`src/rtl/mux_n_reg.sv`:
```
// mux_n_reg: N-way input select feeding a two-entry elastic output stage.
//
// On every accept the block takes one WIDTH-bit slice of in_data, chosen by
// in_sel, and stores it. An index past the last input stores all-zeros.
// Storage is an output register plus one skid register. Both handshake
// outputs come straight from the state register, so there is no
// combinational path from in_valid or out_ready to in_ready or out_valid.
//
// Optional feature: define MUX_N_REG_SELERR_EN to enable the sticky sel_err
// flag. Without it, sel_err is tied to 0 and err_clr is ignored.
//
// Parameters
//   WIDTH   data width of each input and of the output (>= 1)
//   NUM_IN  number of selectable inputs (>= 2)
// Ports
//   clk        rising-edge clock
//   rst_n      asynchronous active-low reset
//   in_data    packed inputs; input i is in_data[i*WIDTH +: WIDTH]
//   in_sel     index of the selected input
//   in_valid   upstream offers in_data/in_sel
//   in_ready   block can accept this cycle
//   out_data   selected, registered word
//   out_valid  out_data holds a valid word
//   out_ready  downstream consumes out_data
//   err_clr    clears sel_err
//   sel_err    sticky out-of-range-select flag
module mux_n_reg #(
  parameter int WIDTH  = 8,
  parameter int NUM_IN = 4,
  localparam int SEL_W = ($clog2(NUM_IN) < 1) ? 1 : $clog2(NUM_IN)
) (
  input  logic                    clk,
  input  logic                    rst_n,
  input  logic [NUM_IN*WIDTH-1:0] in_data,
  input  logic [SEL_W-1:0]        in_sel,
  input  logic                    in_valid,
  output logic                    in_ready,
  output logic [WIDTH-1:0]        out_data,
  output logic                    out_valid,
  input  logic                    out_ready,
  input  logic                    err_clr,
  output logic                    sel_err
);

  typedef enum logic [1:0] {
    EMPTY = 2'd0,
    ONE   = 2'd1,
    TWO   = 2'd2
  } state_t;

  state_t           state_q, state_d;
  logic [WIDTH-1:0] out_q, out_d;
  logic [WIDTH-1:0] skid_q, skid_d;
  logic [WIDTH-1:0] sel_word;
  logic             accept, release_w;

  assign out_valid = (state_q != EMPTY);
  assign in_ready  = (state_q != TWO);
  assign out_data  = out_q;

  assign accept    = in_valid & in_ready;
  assign release_w = out_valid & out_ready;

  // Only indices that name a real input match. An out-of-range index falls
  // through to the all-zeros default.
  always_comb begin
    sel_word = '0;
    for (int i = 0; i < NUM_IN; i++) begin
      if (in_sel == SEL_W'(i)) sel_word = in_data[i*WIDTH +: WIDTH];
    end
  end

  always_comb begin
    state_d = state_q;
    out_d   = out_q;
    skid_d  = skid_q;
    case (state_q)
      EMPTY: begin
        if (accept) begin
          state_d = ONE;
          out_d   = sel_word;
        end
      end
      ONE: begin
        if (accept && release_w) begin
          out_d = sel_word;
        end else if (accept) begin
          state_d = TWO;
          skid_d  = sel_word;
        end else if (release_w) begin
          state_d = EMPTY;
        end
      end
      TWO: begin
        // in_ready is low here, so the only event is a release.
        if (release_w) begin
          state_d = ONE;
          out_d   = skid_q;
        end
      end
      default: state_d = EMPTY;
    endcase
  end

  always_ff @(posedge clk or negedge rst_n) begin
    if (!rst_n) begin
      state_q <= EMPTY;
      out_q   <= '0;
      skid_q  <= '0;
    end else begin
      state_q <= state_d;
      out_q   <= out_d;
      skid_q  <= skid_d;
    end
  end

`ifdef MUX_N_REG_SELERR_EN
  logic sel_oor;
  logic err_q, err_d;

  assign sel_oor = (32'(in_sel) >= NUM_IN);

  // If a set and a clear land on the same edge, the set wins.
  always_comb begin
    err_d = err_q;
    if (accept && sel_oor) err_d = 1'b1;
    else if (err_clr)      err_d = 1'b0;
  end

  always_ff @(posedge clk or negedge rst_n) begin
    if (!rst_n) err_q <= 1'b0;
    else        err_q <= err_d;
  end

  assign sel_err = err_q;
`else
  logic unused_err_clr;
  assign unused_err_clr = err_clr;
  assign sel_err        = 1'b0;
`endif

endmodule

```
`config.mk`:
```
export PLATFORM = sky130hd
export DESIGN_NAME = mux_n_reg
export DESIGN_NICKNAME = d
export VERILOG_FILES = /design/src/rtl/mux_n_reg.sv
export SDC_FILE = /design/constraint.sdc
export NUM_CORES = 1
export LEC_CHECK = 0
export CAP_MARGIN = 0
export CORE_AREA = 2 2 53 55
export DETAILED_ROUTE_END_ITERATION = 10
export DIE_AREA = 0 0 55 57
export PLACE_DENSITY = 0.84
export SYNTH_ARGS = -nofsm -noshare
export SYNTH_HDL_FRONTEND = slang
export SYNTH_SLANG_ARGS = --single-unit
```
`constraint.sdc`:
```
create_clock -name clk -period 2.8 [get_ports clk]
set_clock_uncertainty 0.15 [all_clocks]
set_input_delay 0.56 -clock clk [delete_from_list [all_inputs] [get_ports clk]]
set_output_delay 0.56 -clock clk [all_outputs]
set_load 0.05 [all_outputs]
```
# After elaboration in Yosys (flattened, before gate mapping)
# Cells that the tools add are included.
# Widths: inputs -> output; s select.
[op_classes] reduce_logical=8 bitwise=3 muxes=14 eq_ne=11
[op_table] operator="$mux 8" n=7
[op_table] operator="$pmux 8 s3" n=1
[op_table] operator="$mux 2" n=5
[op_table] operator="$ne 2x2->1 const B" n=5
[op_table] operator="$reduce_and 4->1" n=2
[op_table] operator="$eq 2x2->1 const B" n=3
[op_table] operator="$pmux 2 s3" n=1
[op_table] operator="$eq 2x1->1 const B" n=2
[op_table] operator="$logic_not 2->1" n=2
[op_table] operator="$ne 3x3->1 const B" n=1
[op_table] operator="$reduce_and 3->1" n=1
[op_table] operator="$reduce_bool 3->1" n=1
[op_table] operator="$and 1x1->1" n=2
[op_table] operator="$reduce_bool 2->1" n=1
[op_table] operator="$logic_and 1x1->1" n=1
[op_table] operator="$not 1->1" n=1
[word_totals] inputBits=39 register_bits=18 out_inout_bits=11 wordCells=39

# Longest topological paths before layout
[logic_depth] word_depth=7 mapped_depth=4 ltp_nobuf=3

# Worst setup path after synthesis
# No wires, ideal clock.
[synth_timing] kind="input to register" from="in in_sel[0]" to="reg out_q[0] (netlist: out_data[0])" setup_ns=0.125 path_slack_ns=0.827 t_arrival_ns=1.698 required_ns=2.525 path_stages=4 path_buffers=1 path_cell_list="buf_6 > mux4_2 > mux2_2 > mux2_4"
[synth_via] elab_chain_len=7 elab_cells_between_ends=11 cone_classes="eq/ne (3); mux (7); reduce/logical (1)"
[synth_rtl] element="from (decl)" line="35" text="input logic [SEL_W-1:0] in_sel,"
[synth_rtl] element="$logic_not 2->1" line="69" text="if (in_sel == SEL_W'(i)) sel_word = in_data[i*WIDTH +: WIDTH];"
[synth_rtl] element="$mux 8 (3 in a row)" line="69"
[synth_rtl] element="$mux 8 (*)" line="69"
[synth_rtl] element="$mux 8 (on tied branches)" line="85, 79"
[synth_rtl] element="$pmux 8 s3 (*)" line="77" text="case (state_q)"
[synth_rtl] element="to (signal assigned)" line="112" text="out_q <= out_d;"
[synth_rtl] element="to (decl)" line="52" text="logic [WIDTH-1:0] out_q, out_d;"
# Every way passes the cells marked *; elsewhere a longest branch is shown, timed or not. The select of a mux whose other input is x is not followed.
# A chain may end at the register's enable or synchronous reset.

# Final worst setup path
[layout_timing] from="reg state_q[0]" to="out out_valid"
[layout_via] elab_chain_len=1
[layout_rtl] element="from (decl)" line="51" text="state_t state_q, state_d;"
[layout_rtl] element="from (signal assigned)" line="111" text="state_q <= state_d;"
[layout_rtl] element="$reduce_bool 2->1" line="57" text="assign out_valid = (state_q != EMPTY);"
[layout_rtl] element="to (decl)" line="39" text="output logic out_valid,"
# Every way passes these cells.

==> metrics.txt <==
# TYPE chip_impl_metric gauge
chip_impl_info{name="outcome",value="completed"} 1
chip_impl_metric{name="finalWirelength",unit="um"} 2490
chip_impl_metric{name="cp_data_arrival_time",unit="ns"} 1.80
chip_impl_metric{name="cellPowerDensity",unit="mW/mm2"} 692
chip_impl_metric{name="ctsHoldBuffers",unit=""} 0
chip_impl_metric{name="syn_nets",unit=""} 106
chip_impl_info{name="clk_root_buffer_cell",value="sky130_fd_sc_hd__clkbuf_4"} 1
chip_impl_metric{name="die_area",unit="mm2"} 0.00314
chip_impl_metric{name="critPathMaxFanout",unit=""} 7
chip_impl_info{name="setup.worst_path.end_class",value="output pin"} 1
chip_impl_metric{name="yosys.area_share.xor_xnor",unit="%"} 0
chip_impl_metric{name="setup_tns",unit="ns"} 0
chip_impl_metric{name="synth_compound_area_share",unit="%"} 4.09
chip_impl_metric{name="final_min_period_over_clock_period",unit="%"} 89.8
chip_impl_metric{name="min_period",unit="ns"} 2.51
chip_impl_metric{name="clk_pin_slew_worst_paths",unit="ns"} 0.11
chip_impl_metric{name="sum_of_net_half_perimeters_after_detailed_placement",unit="um"} 1960
chip_impl_metric{name="synth-adder-area-share",unit="%"} 0
chip_impl_metric{name="grt.overflow.total",unit=""} 0
chip_impl_info{name="critical_path.startpoint_type",value="register"} 1
chip_impl_info{name="synth.top_cells.by_area",value="sky130_fd_sc_hd__dfrtp_1, sky130_fd_sc_hd__mux2_2, sky130_fd_sc_hd__mux4_2"} 1
chip_impl_metric{name="synth.top_cell.area_share",unit="%"} 42.1
chip_impl_metric{name="route.vias.total",unit=""} 774
chip_impl_info{name="crit_type",value="reg -> out"} 1
chip_impl_metric{name="ant_cells",unit=""} 0
chip_impl_metric{name="antenna_violating_nets_post_route",unit=""} 0
chip_impl_metric{name="core_area",unit="mm2"} 0.00262
chip_impl_metric{name="groute.usage.overall",unit="%"} 18.3
chip_impl_metric{name="critical_path_required",unit="ns"} 2.09
chip_impl_metric{name="finalMaxSlewViolations",unit=""} 0
chip_impl_metric{name="post_synth_inst_count",unit=""} 67
chip_impl_metric{name="clk_latency",unit="ns"} 0.30
chip_impl_metric{name="floorplan.rows",unit=""} 19
chip_impl_metric{name="timing.hold.ws",unit="ns"} 0.368
chip_impl_metric{name="ys_seq_area_share",unit="%"} 42.1
chip_impl_metric{name="synth-seq-cells",unit=""} 18
chip_impl_metric{name="firstDrtPassIters",unit=""} 3
chip_impl_metric{name="place.port_buffers",unit=""} 47
chip_impl_metric{name="cts_repair_resize_count",unit=""} 0
chip_impl_metric{name="grt_first_pass_wirelength",unit="um"} 4110
chip_impl_metric{name="drt-initial-drc-count",unit=""} 5
chip_impl_metric{name="cts.path.max_buffers",unit=""} 2
chip_impl_metric{name="syn_to_final_growth",unit="%"} 49.4
chip_impl_metric{name="total_of_warnings_raised_by_yosys",unit=""} 0
chip_impl_metric{name="cts_setup_buffers",unit=""} 0
chip_impl_metric{name="worst_ir_drop_vdd",unit="mV"} 0.467
chip_impl_metric{name="drive_above_1_share",unit="%"} 35.7
chip_impl_metric{name="timing.max_slew.rel_slack",unit="%"} 42.9
chip_impl_metric{name="proportion_of_synthesized_area_in_mux_cells",unit="%"} 45.8
chip_impl_metric{name="final_weighted_congestion_in_routability_driven_placement",unit=""} 0.756
chip_impl_metric{name="post_synth_and_or_nand_nor_area_fraction",unit="%"} 3.63
chip_impl_metric{name="die_w",unit="um"} 55
chip_impl_metric{name="initial_utilization",unit="%"} 40.9
chip_impl_info{name="unrepaired_setup_endpoints_after_global_routing",value="false"} 1
chip_impl_metric{name="final_nets",unit=""} 155
chip_impl_metric{name="maxClockFrequency",unit="MHz"} 398
chip_impl_metric{name="rrSetupSlack",unit="ns"} 0.90
chip_impl_metric{name="post_synth_design_cell_area",unit="mm2"} 0.00107
chip_impl_metric{name="worst_pin_slew",unit="ns"} 0.854
chip_impl_metric{name="drt_drc_violations_left",unit=""} 0
chip_impl_metric{name="drt-wirelength-per-cell",unit="um"} 17.0
chip_impl_metric{name="clock_buffer_count_from_cts",unit=""} 3
chip_impl_metric{name="cts_htree_levels",unit=""} 1
chip_impl_metric{name="grt_antenna_before_repair",unit=""} 0
chip_impl_metric{name="num-fill-cells",unit=""} 215
chip_impl_metric{name="floorplan.io_pins",unit=""} 50
chip_impl_metric{name="first_global_vias",unit=""} 870
chip_impl_info{name="tritoncts",value="done"} 1
chip_impl_metric{name="cellLeakagePower",unit="nW"} 0.646
chip_impl_metric{name="clock_sinks",unit=""} 18
chip_impl_metric{name="die_height",unit="um"} 57
chip_impl_metric{name="synth_area_per_cell",unit="um2"} 16.0
chip_impl_info{name="timing.hold.worst.class",value="reg -> reg"} 1
chip_impl_metric{name="synth_cell_type_count",unit=""} 20
chip_impl_info{name="combinational_family_with_the_most_area_after_synthesis",value="multiplexers"} 1
chip_impl_metric{name="maxCapViolations",unit=""} 0
chip_impl_info{name="netlist.top_cell.by_area",value="sky130_fd_sc_hd__dfrtp_1"} 1
chip_impl_metric{name="vias_per_instance",unit=""} 5.30
chip_impl_metric{name="grt_start_max_net_pins",unit=""} 19
chip_impl_metric{name="timing.final.hold_violations",unit=""} 0
chip_impl_metric{name="count_of_final_setup_violators",unit=""} 0
-- worst max-delay path: stages (launching register included) --
cell	delay, ns
sky130_fd_sc_hd__dfrtp_1	0.48
sky130_fd_sc_hd__or2_2	0.33
sky130_fd_sc_hd__clkdlybuf4s50_1	0.70
-- stage by stage --
step	cells	util, %	power (mW)	area [um2]	setup WS (ns)
after floorplan	67	-	0.756	1070	0.827
after CTS	146	61.1	1.11	1600	0.287
after global routing	146	61.1	1.16	1600	0.238
after global placement	142	59.7	0.927	1560	0.174
final	146	61.1	1.11	1600	0.287
after detailed placement	142	59.7	0.946	1560	0.138
-- layer usage --
metal	part of all wire [%]	vias to the layer above	global-route usage (%)
met1	40	389	22.1
met4	1.4	0	5.57
met5	0	-	0
li1	-	350	-
met3	4.3	4	3.40
met2	54	31	32.0
-- registers in the layout, summed over array words and instances (netlist names) --
signal	flops
out_data	8
skid_q	8
state_q	2
-- synthesized netlist by cell type --
| cell | instances |
|---|---|
| sky130_fd_sc_hd__conb_1 | 1 |
| sky130_fd_sc_hd__or2_2 | 1 |
| sky130_fd_sc_hd__nor3b_1 | 1 |
| sky130_fd_sc_hd__buf_4 | 1 |
| sky130_fd_sc_hd__mux2_2 | 16 |
| sky130_fd_sc_hd__o2bb2ai_4 | 1 |
| sky130_fd_sc_hd__dfrtp_1 | 18 |
| sky130_fd_sc_hd__o22ai_1 | 1 |
| sky130_fd_sc_hd__mux2_4 | 8 |
| sky130_fd_sc_hd__a21oi_1 | 2 |
| sky130_fd_sc_hd__and3b_1 | 1 |
| sky130_fd_sc_hd__mux2i_1 | 1 |
| sky130_fd_sc_hd__buf_8 | 1 |
| sky130_fd_sc_hd__nand2b_1 | 1 |
| sky130_fd_sc_hd__clkbuf_1 | 1 |
| sky130_fd_sc_hd__nor2b_1 | 1 |
| sky130_fd_sc_hd__buf_2 | 1 |
| sky130_fd_sc_hd__mux4_2 | 8 |
| sky130_fd_sc_hd__buf_6 | 1 |
| sky130_fd_sc_hd__nand2_1 | 1 |
-- final timing paths --
check                           start          end  cells after the start
max in group asynchronous       rst_n    skid_q[4]                      1
min reg2reg                 skid_q[2]    skid_q[2]                      1
max                        state_q[0]    out_valid                      2
min                         skid_q[2]    skid_q[2]                      1
max reg2reg                state_q[0]  out_data[6]                      3
min in group asynchronous       rst_n  out_data[7]                      1
-- final cells by class --
cell class,count,area [um2],area share (%)
timing repair buffer,49,495,31.0
sequential,18,450,28.2
multi-input combinational,44,577,36.1
tap,31,38.8,2.43
clock buffer,4,36.3,2.27
-- power breakdown --
group          internal, mW  switching (mW)
sequential            0.352          0.0570
combinational         0.265           0.264
clock                0.0793          0.0882
total                 0.697           0.410
-- cell families (layout without fill, tap and decap cells) --
family | Yosys count | count (layout)
mux | 33 | 33
flops | 18 | 18
simple gates | 6 | 6
buf+inv | 5 | 53
compound gates | 4 | 4
other cells | 1 | 1
-- layout by cell type (no fill, tap or decap) --
master / n
sky130_fd_sc_hd__a21oi_1: 2
sky130_fd_sc_hd__and3b_1: 1
sky130_fd_sc_hd__buf_12: 1
sky130_fd_sc_hd__buf_4: 2
sky130_fd_sc_hd__clkbuf_4: 3
sky130_fd_sc_hd__clkbuf_8: 1
sky130_fd_sc_hd__clkdlybuf4s50_1: 46
sky130_fd_sc_hd__conb_1: 1
sky130_fd_sc_hd__dfrtp_1: 18
sky130_fd_sc_hd__mux2_2: 16
sky130_fd_sc_hd__mux2_4: 8
sky130_fd_sc_hd__mux2i_1: 1
sky130_fd_sc_hd__mux4_2: 8
sky130_fd_sc_hd__nand2_1: 1
sky130_fd_sc_hd__nand2b_1: 1
sky130_fd_sc_hd__nor2b_1: 1
sky130_fd_sc_hd__nor3b_1: 1
sky130_fd_sc_hd__o22ai_1: 1
sky130_fd_sc_hd__o2bb2ai_4: 1
sky130_fd_sc_hd__or2_2: 1
Note: power is estimated with default switching activity, not from simulation.
